### src/rtl/cam_frame_writer.sv
// cam_frame_writer: extracts luma from an OV7670 YUV422 byte stream and writes it into a
// WIDTH x HEIGHT linear grayscale frame buffer, reporting per-frame completion and integrity.
module cam_frame_writer #(
  parameter int WIDTH      = 640,
  parameter int HEIGHT     = 480,
  parameter int DATA_WIDTH = 8,
  parameter int ADDR_WIDTH = 19,
  parameter int Y_FIRST    = 1
) (
  input  logic                  cam_PCLK,
  input  logic                  rst,
  input  logic                  cam_VSYNC,
  input  logic                  cam_HREF,
  input  logic [DATA_WIDTH-1:0] cam_D,
  input  logic                  enable,
  output logic                  pix_we,
  output logic [ADDR_WIDTH-1:0] pix_addr,
  output logic [DATA_WIDTH-1:0] pix_data,
  output logic                  frame_done,
  output logic                  frame_ok,
  output logic [2:0]            err_flags,
  output logic [15:0]           frame_cnt
);
  localparam int CW = $clog2(WIDTH + 1);
  localparam int RW = $clog2(HEIGHT + 1);
  localparam logic [CW-1:0] W_C = CW'(WIDTH);
  localparam logic [RW-1:0] H_C = RW'(HEIGHT);
  localparam logic [ADDR_WIDTH-1:0] W_A = ADDR_WIDTH'(WIDTH);
  localparam logic Y_PH = (Y_FIRST == 0);

  typedef enum logic [1:0] {S_SYNC, S_VBLANK, S_FRAME} state_t;
  state_t state, state_n;

  logic v_q, h_q, v_p, h_p, phase;
  logic [DATA_WIDTH-1:0] d_q;
  logic [CW-1:0] col;
  logic [RW-1:0] row, row_end;
  logic [ADDR_WIDTH-1:0] line_base;
  logic [2:0] acc, acc_n, fin;
  logic v_rise, v_fall, h_fall, in_frame, lum, wr, line_end, start;

  assign v_rise   = v_q & ~v_p;
  assign v_fall   = ~v_q & v_p;
  assign h_fall   = ~h_q & h_p;
  assign in_frame = state == S_FRAME;
  assign lum      = in_frame && h_q && phase == Y_PH;
  assign wr       = lum && col < W_C && row < H_C;
  assign line_end = in_frame && h_fall;
  assign start    = state == S_VBLANK && v_fall && enable;
  // A line closing on the same cycle as VSYNC rising is counted before the frame checks.
  assign row_end  = (line_end && row < H_C) ? row + 1'b1 : row;
  assign fin      = {acc_n[2:1], acc_n[0] | (row_end != H_C)};

  always_comb begin
    state_n = state;
    if (state == S_SYNC && v_rise) state_n = S_VBLANK;
    else if (start) state_n = S_FRAME;
    else if (in_frame && v_rise) state_n = S_VBLANK;
  end

  always_comb begin
    acc_n = acc;
    acc_n[0] = acc[0] | (lum && row >= H_C);
    acc_n[2] = acc[2] | (lum && row < H_C && col == W_C);
    acc_n[1] = acc[1] | (line_end && row < H_C && col < W_C);
  end

  always_ff @(posedge cam_PCLK) begin
    if (rst) state <= S_SYNC;
    else state <= state_n;
  end

  always_ff @(posedge cam_PCLK) begin
    if (rst) begin
      {v_q, h_q, v_p, h_p, phase} <= '0;
      d_q        <= '0;
      col        <= '0;
      row        <= '0;
      line_base  <= '0;
      acc        <= '0;
      pix_we     <= 1'b0;
      pix_addr   <= '0;
      pix_data   <= '0;
      frame_done <= 1'b0;
      frame_ok   <= 1'b0;
      err_flags  <= '0;
      frame_cnt  <= '0;
    end else begin
      v_q        <= cam_VSYNC;
      h_q        <= cam_HREF;
      d_q        <= cam_D;
      v_p        <= v_q;
      h_p        <= h_q;
      phase      <= h_q & ~phase;
      pix_we     <= wr;
      frame_done <= in_frame && v_rise;
      if (wr) begin
        pix_addr <= line_base + ADDR_WIDTH'(col);
        pix_data <= d_q;
        col      <= col + 1'b1;
      end
      if (start) begin
        col       <= '0;
        row       <= '0;
        line_base <= '0;
        acc       <= '0;
      end else if (in_frame) begin
        acc <= acc_n;
        row <= row_end;
        if (line_end) col <= '0;
        if (line_end && row < H_C) line_base <= line_base + W_A;
      end
      if (in_frame && v_rise) begin
        err_flags <= fin;
        frame_ok  <= fin == 3'b000;
        frame_cnt <= frame_cnt + 1'b1;
      end
    end
  end
endmodule

### config.mk
export PLATFORM = sky130hd
export DESIGN_NAME = cam_frame_writer
export DESIGN_NICKNAME = d
export VERILOG_FILES = /design/src/rtl/cam_frame_writer.sv
export SDC_FILE = /design/constraint.sdc
export NUM_CORES = 1
export LEC_CHECK = 0
export ABC_AREA = 1
export CAP_MARGIN = 0
export CELL_PAD_IN_SITES_DETAIL_PLACEMENT = 1
export CELL_PAD_IN_SITES_GLOBAL_PLACEMENT = 1
export CORE_MARGIN = 5
export CORE_UTILIZATION = 36
export DETAILED_ROUTE_END_ITERATION = 8
export PLACE_DENSITY_LB_ADDON = 0.15
export SYNTH_ARGS = -nofsm -noshare
export SYNTH_HDL_FRONTEND = slang
export SYNTH_SLANG_ARGS = --single-unit
### constraint.sdc
create_clock -name cam_PCLK -period 1.7 [get_ports cam_PCLK]
set_clock_uncertainty 0.1 [all_clocks]
set_input_delay 0.255 -clock cam_PCLK [delete_from_list [all_inputs] [get_ports cam_PCLK]]
set_output_delay 0.255 -clock cam_PCLK [all_outputs]
set_load 0.02 [all_outputs]
### Word level (Yosys, flattened, before mapping)

Cells that the tools add are included.

* flip-flop bits (word level): 105
* input port bits: 13
* output and inout port bits: 49
* logic and storage cells: 71

* add/sub/neg operators: 5
* order comparisons: 3
* equal/unequal tests: 4
* muxes and demuxes: 7
* bitwise logic cells: 12
* reduce and logical (&&, ||, !) cells: 21

Operators with widths (number)
* $mux W10: 3
* $add A19 B10 Y19: 1
* $add A19 B10 Y19 const B: 1
* $add A16 B1 Y16 const B: 1
* $logic_and A1 B1 Y1: 14
* $add A10 B1 Y10 const B: 1
* $eq A10 B10 Y1 const B: 1
* $lt A10 B10 Y1 const B: 1
* $add A9 B1 Y9 const B: 1
* $ge A9 B9 Y1 const B: 1
* $lt A9 B9 Y1 const B: 1
* $mux W9: 1
* $ne A9 B9 Y1 const B: 1
* $and A1 B1 Y1: 4
* $mux W2: 2
* $not A1 Y1: 4
* $or A1 B1 Y1: 4
* $reduce_or A2 Y1: 2
* $logic_not A3 Y1: 1
* $reduce_bool A3 Y1: 1
* $eq A2 B1 Y1 const B: 1
* $eq A2 B2 Y1 const B: 1
* $logic_not A2 Y1: 1
* $reduce_and A2 Y1: 1
* other kinds (2): 2

### Logic depth before layout (Yosys ltp)

* depth after elaboration: 8
* depth in mapped cells: 13
* depth with buffers taken out: 12

### Worst setup path before layout

Ideal clock, no wire load.

* path kind: register -> register
* from: reg col[7]
* to: reg pix_addr[17]
* setup time: 0.117 ns
* data arrival time: 1.709 ns
* required time: 1.483 ns
* slack: -0.227 ns
* cell stages (with the launch flop): 12
* buffers on the path: 0
* period minus slack after synthesis: 1.927 ns
* path through: dfxtp_1 ha_1 inv_1 fa_1 nor2_1 o21ai_0 nor2_1 nand2_1 nand2_1 nand2_1 o221ai_1 inv_1

* word-level cells in the longest chain between the ends: 3
* elaborated cells between the ends (all ways): 4
* those cells by class: add/sub (1); order compare (1); reduce/logical (2)

Ends and longest elaborated chain
* from (decl): line 36 `logic [CW-1:0] col;`
* from (signal assigned): line 100 `col <= col + 1'b1;`
* parallel branches: the longest is 3 deep, another holds $add A19 B10 Y19
* to (signal assigned): line 98 `pix_addr <= line_base + ADDR_WIDTH'(col);`
* to (decl): line 17 `output logic [ADDR_WIDTH-1:0] pix_addr,`

Parallel ways; which one is timed is not known.
A chain may end at the register's enable or synchronous reset.

### Worst setup path after layout

* from: reg col[7]
* to: reg col[2]

* word-level cells in the longest chain between the ends: 6

Ends and longest elaborated chain
* $lt A10 B10 Y1 (*): line 47 `assign wr = lum && col < W_C && row < H_C;`
* $logic_and A1 B1 Y1 (*) (2 in series): line 47
* $mux W10 (*): line 97 `if (wr) begin`
* $mux W10: line 110 `if (line_end) col <= '0;`
* $mux W10 (*): line 107 `end else if (in_frame) begin`

Mark *: on every way between the ends. The rest lies on a longest branch, timed or not.

==> metrics.md <==
| Metric | Value |
|---|---|
| Root buf cell | `clkbuf_16` |
| Setup TNS | `-4070 ps` |
| Post-Synthesis Cells | `569` |
| CP Class | `flip-flop to flip-flop` |
| Fin util | `54.6%` |
| Post-synthesis sequential area ratio | `45.6%` |
| Min Hold Slack | `320 ps` |
| Height of the chip | `119 um` |
| Final Max Tran Viols | `0` |
| Final Setup Violations | `41` |
| Largest net degree at the start of global routing | `39` |
| Die width | `119 um` |
| Post-route setup slack | `-206 ps` |
| Final Hold Violating Endpoints | `0` |
| Area share of the largest cell type after synthesis | `45.6%` |
| Routability cong. | `0.840` |
| Final #Nets | `725` |
| Most frequent CP cell | `buf_6` |
| Fraction of layout cells with a size suffix above 1 | `27.7%` |
| Fin crit period | `1910 ps` |
| Slowest stage cell, crit path | `dfxtp_2` |
| TritonCTS clock tree | `done` |
| Vias/cell | `4.91` |
| RSZ-0062 raised after global routing | `true` |
| Outcome | `finished, violations left` |
| Reg clk slew, reported paths | `80 ps` |
| Buffers on Ports | `61` |
| Non-Filler Instances | `854` |
| Global Route Usage Sum | `17.7%` |
| R2R setup slack | `-210 ps` |
| DP HPWL | `8730 um` |
| Initial antenna violation count | `0` |
| Syn_area_per_cell | `7.56 um2` |
| Leakage | `0.00312 uW` |
| Clk Latency, worst-skew pair | `350 ps` |
| Ports | `62` |
| Hold crit path type | `primary input to flip-flop` |
| Slowest stage delay, CP | `340 ps` |
| Critical Path End Type | `flip-flop` |
| FMAX | `525 MHz` |
| Pwr Density | `716 nW/um2` |
| Initial Util | `36.3%` |
| Leading area contributor after synthesis | `dfxtp_1` |
| Critical Path Start Type | `flip-flop` |
| Slew headroom | `68.7%` |
| Most frequent cell after synthesis | `nand2_1` |
| Failing checks | `setup timing` |
| Max FO, Critical Path | `7` |
| Vias in the first global route | `4389` |
| Mapped Nets | `592` |
| Syn-to-layout area delta | `50.6%` |
| Ys async rst share | `0%` |
| Pre-CTS setup slack | `-220 ps` |
| Cell Chain, Critical Path | `buf_4 -> o21a_1 -> nor2_2 -> nand2_2 -> buf_6 -> clkinv_8 -> buf_6 -> buf_12 -> a21oi_1 -> nor3_1` |
| Met3 wire length | `415 um` |
| Number of max-cap violations | `0` |
| Wl on met1 | `5640 um` |
| GRT overflow | `0` |
| Highest routed metal layer | `met4` |
| Core Footprint | `11900 um2` |
| First-pass GRT wire length | `20500 um` |
| Post-Route WL | `13800 um` |
| CP arrival | `2070 ps` |
| Placed Cells | `808` |
| Antenna fix cells | `0` |
| Hold Path Origin | `cam_D[6]` |
| Post-route ant nets | `0` |
| Met2 wire length | `7480 um` |
| 1st-pass router iterations | `4` |
| Post-synth EDFFs | `0` |
| Worst Max-Slew Pin Slew | `470 ps` |
| Area contributors post-synth | `dfxtp_1, nand2_1, inv_1, a21oi_1, nor2_1` |
| Clock Tree Buf Depth | `2` |
| Start point of the critical path | `col[7]` |
| Cts bufs inserted | `9` |
| Crit share post-route | `112%` |
| Maximum vdd drop | `458 uV` |
| Most common library cells after synthesis | `nand2_1, dfxtp_1, inv_1` |
| Number of H-tree levels | `3` |
| Yosys warns | `0` |
| Mapped Area | `4300 um2` |
| Routed wire per std cell | `16.2 um` |
| Hold_buf cts | `0` |
| Die area | `14200 um2` |
| CTS Sinks | `98` |
| Post-synthesis cell type count | `39` |
| Top_reg_cell synth | `dfxtp_1` |
| Worst r2r src | `col[7]` |
| Remaining routing DRC violations | `0` |
| Row count | `40` |
| CP required | `1860 ps` |
| Iter 0 DRT Violations | `155` |
| Register bit count reported by yosys | `98` |
| Vias | `4189` |
==> power breakdown <==
group / switching (uW) / internal [uW] / total [uW] / leakage (uW)
Combinational: 87.2 / 70.2 / 157 / 0.00218
Sequential: 9.54 / 2310 / 2320 / 0.000796
Clock: 992 / 1170 / 2160 / 0.000149
Total: 1090 / 3550 / 4640 / 0.00312
==> state kept, by name, indices dropped and copies added, names as in the netlist, 2 cells and up <==
name / count
row: 9
col: 10
state: 2
pix_addr: 19
d_q: 8
frame_cnt: 16
err_flags: 3
pix_data: 8
acc: 3
line_base: 12
==> cell usage in the layout (no fill, tap or decap), types with 13 or more instances in the layout <==
cell / n
nand2_2: 19
nand2_1: 92
buf_4: 54
nor2_2: 16
inv_1: 75
dlygate4sd2_1: 13
nand3_1: 23
clkdlybuf4s50_1: 29
dlymetal6s2s_1: 19
dfxtp_1: 90
nor2_1: 47
a21oi_1: 46
==> cell type report <==
type / count / area, um2
clock buffer: 9 / 225
fill: 1376 / 5380
clock inverter: 7 / 83.8
tap: 147 / 184
multi-input combinational: 371 / 2250
inverter: 83 / 330
timing repair buffer: 139 / 1440
sequential: 98 / 1970
==> cell families after synthesis <==
| logic type | share of synthesized area, % |
|---|---|
| AOI/OAI and AO/OA | 13.3 |
| xor gates and xnor gates | 2.85 |
| adders and majority gates | 3.08 |
| buffers and inverters | 9.33 |
| DFF | 45.6 |
| and+or+nand+nor | 25.9 |
==> per-stage QoR <==
stage | cell area, um2 | total power, uW
final | 6480 | 4640
after global routing | 6480 | 4800
after CTS | 5910 | 4650
after detailed placement | 5400 | 2500
after global placement | 5400 | 2500
after floorplan | 4320 | 2430
==> what timing repair did <==
action                     in CTS  in global routing
pin swaps                       9                 16
setup buffers                  10                 16
setup endpoints to repair      33                 76
cloned                          2                  2
resized for setup              37                122
==> worst max-delay path, delay by kind of cell, from the launching register on <==
kind / cells / cell delay [ps]
AO/OA/AOI/OAI: 2 / 300
buffers and inverters: 5 / 600
flip-flops: 1 / 340
AND/OR/NAND/NOR: 3 / 470
==> worst paths after layout <==
check,to,cells after the start
setup / recovery,col[2],10
hold reg to reg,phase,1
hold / removal,d_q[6],3
setup reg to reg,col[2],10
==> layer usage <==
metal / track usage [%] / vias to the layer above
met5: 0 / -
met4: 6.87 / 0
met3: 3.61 / 21
met2: 31.8 / 68
met1: 20.5 / 2027
li1: - / 2073
No activity file was read; power rests on OpenSTA's default activity.
